### src/rtl/systolic_sequencer.sv
`default_nettype none
// ============================================================================
// Module   : systolic_sequencer
// Brief    : Weight loader, skewed activation feeder, result de-skew and
//            result FIFO for a 4x4 weight-stationary systolic array.
// Revision : 1.0 - initial release
// ============================================================================
module systolic_sequencer #(
  parameter int WIDTH      = 16,
  parameter int FIFO_DEPTH = 8
) (
  input  logic                       clk,
  input  logic                       rst,
  input  logic                       start,
  input  logic [7:0]                 num_vecs,
  output logic                       busy,
  output logic                       done,
  input  logic                       w_valid,
  output logic                       w_ready,
  input  logic [3:0][WIDTH-1:0]      w_data,
  input  logic                       x_valid,
  output logic                       x_ready,
  input  logic [3:0][WIDTH-1:0]      x_data,
  output logic                       y_valid,
  input  logic                       y_ready,
  output logic [3:0][WIDTH-1:0]      y_data,
  output logic [3:0][3:0][WIDTH-1:0] arr_weights,
  output logic [3:0][WIDTH-1:0]      arr_in_left,
  output logic [3:0][WIDTH-1:0]      arr_in_up,
  input  logic [3:0][WIDTH-1:0]      arr_out_down
);

  localparam logic [2:0] c_idle   = 3'd0;
  localparam logic [2:0] c_load_w = 3'd1;
  localparam logic [2:0] c_stream = 3'd2;
  localparam logic [2:0] c_drain  = 3'd3;
  localparam logic [2:0] c_done   = 3'd4;

  localparam int c_ptr_w = $clog2(FIFO_DEPTH);
  localparam int c_cnt_w = c_ptr_w + 1;
  localparam int c_sum_w = c_cnt_w + 1;
  localparam logic [c_sum_w-1:0] c_depth = c_sum_w'(FIFO_DEPTH);

  logic [2:0]                 state_q, state_d;
  logic [7:0]                 num_q, num_d;
  logic [7:0]                 acc_q, acc_d;
  logic [1:0]                 wrow_q, wrow_d;
  logic [3:0][3:0][WIDTH-1:0] weights_q, weights_d;
  logic [7:0]                 trk_q, trk_d;
  logic [c_cnt_w-1:0]         count_q, count_d;
  logic [c_ptr_w-1:0]         wr_ptr_q, wr_ptr_d;
  logic [c_ptr_w-1:0]         rd_ptr_q, rd_ptr_d;
  logic [3:0][WIDTH-1:0]      fifo_q [FIFO_DEPTH];
  logic [3:0][WIDTH-1:0]      fifo_d [FIFO_DEPTH];
  logic [3:0][WIDTH-1:0]      aligned;
  logic [3:0][WIDTH-1:0]      lane_out;
  logic [3:0]                 inflight;
  logic [c_sum_w-1:0]         occupancy;
  logic                       w_fire, x_fire, y_fire, push;

  assign w_fire      = w_valid & w_ready;
  assign x_fire      = x_valid & x_ready;
  assign y_fire      = y_valid & y_ready;
  assign push        = trk_q[7];
  assign y_valid     = (count_q != '0);
  assign y_data      = fifo_q[rd_ptr_q];
  assign arr_weights = weights_q;
  assign arr_in_left = lane_out;
  assign arr_in_up   = '0;

  // ---------------------------------------------------------------- FSM
  always_ff @(posedge clk) begin
    if (rst) state_q <= c_idle;
    else     state_q <= state_d;
  end

  // DRAIN looks at next-cycle occupancy so done follows the last pop directly
  always_comb begin
    state_d = state_q;
    case (state_q)
      c_idle:   if (start) state_d = c_load_w;
      c_load_w: if (w_fire && wrow_q == 2'd3) state_d = c_stream;
      c_stream: if (acc_q == num_q) state_d = c_drain;
      c_drain:  if (trk_d == '0 && count_d == '0) state_d = c_done;
      c_done:   state_d = c_idle;
      default:  state_d = c_idle;
    endcase
  end

  always_comb begin
    busy    = (state_q != c_idle);
    done    = (state_q == c_done);
    w_ready = (state_q == c_load_w);
    x_ready = (state_q == c_stream) && (acc_q < num_q) && (occupancy < c_depth);
  end

  // ------------------------------------------------ job control / weights
  always_comb begin
    inflight = '0;
    for (int i = 0; i < 8; i++) inflight = inflight + {3'b000, trk_q[i]};
    occupancy = c_sum_w'(inflight) + c_sum_w'(count_q);
  end

  always_comb begin
    num_d     = num_q;
    acc_d     = acc_q;
    wrow_d    = wrow_q;
    weights_d = weights_q;
    if (state_q == c_idle && start) begin
      num_d  = num_vecs;
      acc_d  = '0;
      wrow_d = '0;
    end
    if (w_fire) begin
      weights_d[wrow_q] = w_data;
      wrow_d            = wrow_q + 2'd1;
    end
    if (x_fire) acc_d = acc_q + 8'd1;
    trk_d = {trk_q[6:0], x_fire};
  end

  always_ff @(posedge clk) begin
    if (rst) begin
      num_q     <= '0;
      acc_q     <= '0;
      wrow_q    <= '0;
      weights_q <= '0;
      trk_q     <= '0;
    end else begin
      num_q     <= num_d;
      acc_q     <= acc_d;
      wrow_q    <= wrow_d;
      weights_q <= weights_d;
      trk_q     <= trk_d;
    end
  end

  // ------------------------------------------- input skew: lane r = r+1 flops
  for (genvar r = 0; r < 4; r++) begin : g_lane
    logic [WIDTH-1:0] stg_q [r+1];
    logic [WIDTH-1:0] stg_d [r+1];

    always_comb begin
      stg_d[0] = x_fire ? x_data[r] : '0;
      for (int s = 1; s <= r; s++) stg_d[s] = stg_q[s-1];
    end

    always_ff @(posedge clk) begin
      if (rst) begin
        for (int s = 0; s <= r; s++) stg_q[s] <= '0;
      end else begin
        stg_q <= stg_d;
      end
    end

    assign lane_out[r] = stg_q[r];
  end

  // ---------------------------------------- output de-skew: col c = 3-c flops
  for (genvar c = 0; c < 4; c++) begin : g_deskew
    if (c < 3) begin : g_stages
      logic [WIDTH-1:0] ds_q [3-c];
      logic [WIDTH-1:0] ds_d [3-c];

      always_comb begin
        ds_d[0] = arr_out_down[c];
        for (int s = 1; s < 3 - c; s++) ds_d[s] = ds_q[s-1];
      end

      always_ff @(posedge clk) begin
        if (rst) begin
          for (int s = 0; s < 3 - c; s++) ds_q[s] <= '0;
        end else begin
          ds_q <= ds_d;
        end
      end

      assign aligned[c] = ds_q[2-c];
    end else begin : g_direct
      assign aligned[c] = arr_out_down[c];
    end
  end

  // -------------------------------------------------------------- result FIFO
  always_comb begin
    fifo_d   = fifo_q;
    wr_ptr_d = wr_ptr_q;
    rd_ptr_d = rd_ptr_q;
    count_d  = count_q;
    if (push) begin
      fifo_d[wr_ptr_q] = aligned;
      wr_ptr_d         = wr_ptr_q + c_ptr_w'(1);
    end
    if (y_fire) rd_ptr_d = rd_ptr_q + c_ptr_w'(1);
    if (push && !y_fire)      count_d = count_q + c_cnt_w'(1);
    else if (!push && y_fire) count_d = count_q - c_cnt_w'(1);
  end

  always_ff @(posedge clk) begin
    if (rst) begin
      wr_ptr_q <= '0;
      rd_ptr_q <= '0;
      count_q  <= '0;
      for (int i = 0; i < FIFO_DEPTH; i++) fifo_q[i] <= '0;
    end else begin
      wr_ptr_q <= wr_ptr_d;
      rd_ptr_q <= rd_ptr_d;
      count_q  <= count_d;
      fifo_q   <= fifo_d;
    end
  end

endmodule
`default_nettype wire

### config.mk
export PLATFORM = sky130hd
export DESIGN_NAME = systolic_sequencer
export DESIGN_NICKNAME = d
export VERILOG_FILES = /design/src/rtl/systolic_sequencer.sv
export SDC_FILE = /design/constraint.sdc
export NUM_CORES = 2
export LEC_CHECK = 0
export ABC_AREA = 0
export BUFFER_PORTS_ARGS = -buffer_cell sky130_fd_sc_hd__buf_2
export CORE_UTILIZATION = 40
export DETAILED_ROUTE_END_ITERATION = 8
export PLACE_DENSITY = 0.61
export SETUP_SLACK_MARGIN = 0.4
export SLEW_MARGIN = 20
export SYNTH_ARGS = -nofsm -noshare
export SYNTH_HDL_FRONTEND = slang
export SYNTH_SLANG_ARGS = --single-unit
### constraint.sdc
create_clock -name clk -period 5.8 [get_ports clk]
set_clock_uncertainty 0.1 [all_clocks]
set_input_delay 1.45 -clock clk [delete_from_list [all_inputs] [get_ports clk]]
set_output_delay 1.45 -clock clk [all_outputs]
set_load 0.02 [all_outputs]
==> results_dict.tcl <==
set metrics [dict create \
    portBuffers 594 \
    finalPower_mw 16.6 \
    reg2reg_setup_slack_ps 1550 \
    status "finished, final reports clean" \
    synth.avg_cell_area_um2 8.80 \
    maxCapViolCount 0 \
    pin_count 659 \
    place.gp.congestion 0.816 \
    cts_buffers 110 \
    final_util_pct 47.8 \
    die_h_um 317 \
    cts_hold_buf 0 \
    htreeDepth 3 \
    cts_sinks 1063 \
    synthToLayoutAreaGrowth_pct 18.4 \
    reg2reg_to "g_lane[3].stg_d[34]" \
    grt_pass1_vias 30300 \
    tightest_slew_ps 1170 \
    grtUsageTotal_pct 24.2 \
    finalCritPeriodShare_pct 89.6 \
    critPathMaxFanout 3 \
    synth.distinct_cells 50 \
    yosysTopAreaCellShare_pct 53.7 \
    hold-worst-slack_ps 333 \
    post_route_cells_drive_above_1_share_pct 21.3 \
    hold_path_depth 1 \
    synth_largest_area_cell "dfxtp_1" \
    drt_iter0_drc 2572 \
    powerDensity_nw_per_um2 353 \
    hold_viol 0 \
    leakage_nw 17.7 \
    cts.clk_slew.worst_paths_ps 60 \
    rows 115 \
    min_to "g_lane[3].stg_d[14]" \
    dpl.hpwl_um 74800 \
    end_kind "output pin" \
    drt_pass1_iterations 6 \
    criticalPathCategory "reg -> out" \
    r2r_start "trk_q[0]" \
    vdd_drop_max_v 0.000238 \
    antenna_found_initial 24 \
    drc 0 \
    overflow 0 \
    startpoint "trk_q[0]" \
    netlist_area_um2 39600 \
    n_fill_cell 9336 \
    dieWidth_um 317 \
    synth.top_cells.by_area "dfxtp_1 (54%), nand2_1 (15%), a21oi_1 (10%)" \
    start_util_pct 40.3 \
    clock.fmax_mhz 192 \
    ys_ff_latch 1063 \
    crit_path_start_kind "flop" \
    hp-start "g_lane[3].stg_d[30]" \
    hold_path.class "reg -> reg" \
    multi_input_area_um2 16600 \
    dieArea_um2 100000 \
    synth-main-ff-cell "dfxtp_1" \
    rsz0062_at_grt "no" \
    ff_latch_area_um2 21300 \
    vias 31700 \
    final-setup-viol-count 0 \
    cts_root_buffer "clkbuf_16" \
    place_ws_ps 958 \
    syn_inst 4502 \
    cts_buffer_depth 3 \
    via_per_inst 5.05 \
    cp_data_required_time_ps 4250 \
    yosysSeqAreaShare_pct 53.7 \
    worstRegToRegCells 15 \
    relSlewSlack_pct 22.1 \
    fin_ws_ps 603 \
    grt_start_max_net_pins 193 \
    fin_crit_ps 5200 \
    wire_per_inst_um 19.9 \
    yosys_warnings 0 \
    grt_pass1_wl_um 186000 \
    fin_setup_tns_ps 0 \
    cts_tree "yes" \
    drt_wl_total_um 125000 \
    clk_latency_ps 680 \
    slew_violations 0 \
    synth-edff-count 0 \
    async_flop_share_pct 0 \
    cp.arrival_ps 3650 \
    ant_nets 0 \
    core_area_um2 98300 \
    fin_nets 5117 \
]
## worst max-delay path by stage
stage	end	cells past startpoint
5_1_grt	x_ready	11
2_1_floorplan	x_ready	11
3_5_place_dp	x_ready	11
4_1_cts	x_ready	11
3_3_place_gp	x_ready	11
6_report	x_ready	11
## state kept, by name (all words and copies together), names as in the netlist, 4 cells and up
signal	count
count_q	4
acc_q	8
arr_weights	256
arr_in_left	48
g_lane.stg_d	96
g_lane.stg_q	16
trk_q	8
aligned	32
num_q	8
g_deskew.g_stages.ds_d	48
fifo_q	512
g_deskew.g_stages.ds_q	16
## power by group
part           switching [mW]  internal, mW  leakage, nW
registers               0.170          7.45         8.59
clock network            3.03          4.31         1.86
logic                    1.02         0.589         7.29
total                    4.22          12.4         17.7
## layout by cell type (no fill, tap or decap), drive strengths merged, types with 2 or more instances in the layout
cell type	netlist	final
nand4	4	4
nor2b	201	201
clkbuf	331	154
nand2	1573	1573
a31oi	4	4
ha	24	24
o21ai	8	8
clkinv	0	27
diode	0	16
mux2i	3	3
nor3	13	13
nand4b	6	6
clkinvlp	0	7
buf	111	649
o22a	2	2
inv	24	29
xnor2	4	4
fa	3	3
bufinv	0	11
nand2b	5	5
o211ai	2	2
a21oi	789	789
nand3	8	8
and2	70	70
mux2	65	65
dfxtp	1063	1063
nor2	29	29
xor2	3	3
a211oi	5	5
and3	7	7
conb	1	64
mux4	128	128
or4	2	2
or3b	2	2
## metrics by stage
| stage | cells | area, um2 |
|---|---|---|
| floorplan | 4565 | 39900 |
| global placement | 6057 | 43100 |
| detailed placement | 6057 | 43100 |
| CTS | 6263 | 46900 |
| global route | 6274 | 46900 |
| finish | 6279 | 46900 |
## cell families (layout without fill, tap and decap cells)
group	after synthesis	count (layout)	share of synthesized area, %
flip-flops	1063	1063	53.7
XOR/XNOR	7	7	0.155
multiplexers	196	196	9.20
AO/OA/AOI/OAI	817	817	10.4
AND/OR/NAND/NOR	1925	1925	20.3
adder cells (fa/ha/maj)	27	27	0.909
buffers and inverters	466	877	5.30
other	1	80	0.00946
## synth_stat cells (2+ instances only)
cell / number
buf_4: 69
a31oi_1: 4
mux4_2: 128
nor3_1: 13
mux2i_1: 3
or3b_1: 2
xor2_1: 3
ha_1: 24
or4_1: 2
and2_1: 69
inv_1: 23
o22a_1: 2
o21ai_1: 6
nand3_1: 8
a21oi_1: 789
nand2b_1: 5
buf_1: 33
fa_1: 3
nor2b_1: 201
and3_1: 7
a211oi_1: 5
xnor2_1: 4
mux2_2: 64
clkbuf_2: 60
buf_2: 8
dfxtp_1: 1063
nand2_1: 1573
nor2_1: 29
clkbuf_1: 271
o21ai_0: 2
nand4b_1: 6
o211ai_1: 2
nand4_1: 4
## cell type report
cell class | instances | area share (%)
Tap cell | 1287 | 3.43
Clock inverter | 50 | 1.26
Sequential cell | 1063 | 45.4
Clock buffer | 154 | 6.77
Timing Repair Buffer | 649 | 7.47
Multi-Input combinational cell | 3036 | 35.4
Antenna cell | 16 | 0.0853
Inverter | 24 | 0.192
## worst max-delay path, cell delays in order (launching register included)
cell,delay [ps]
dfxtp_1,330
fa_1,530
inv_1,50
fa_1,440
fa_1,490
inv_1,50
ha_1,280
a211oi_2,230
o22a_1,160
o211ai_1,120
inv_2,100
buf_2,170
## routing by layer
layer	GRT usage, %	routed length [um]	up-vias
met2	40.0	60900	1093
met1	29.9	50300	15000
met4	10.2	4340	4
met5	0	32	-
met3	6.03	9590	231
li1	-	-	15300
## timing repair
action | in CTS | in global routing
endpoints found under the setup margin | 1 | 1
gates resized for setup | 0 | 1
setup buffers | 2 | 0
Power figures use the tool's default switching activity.
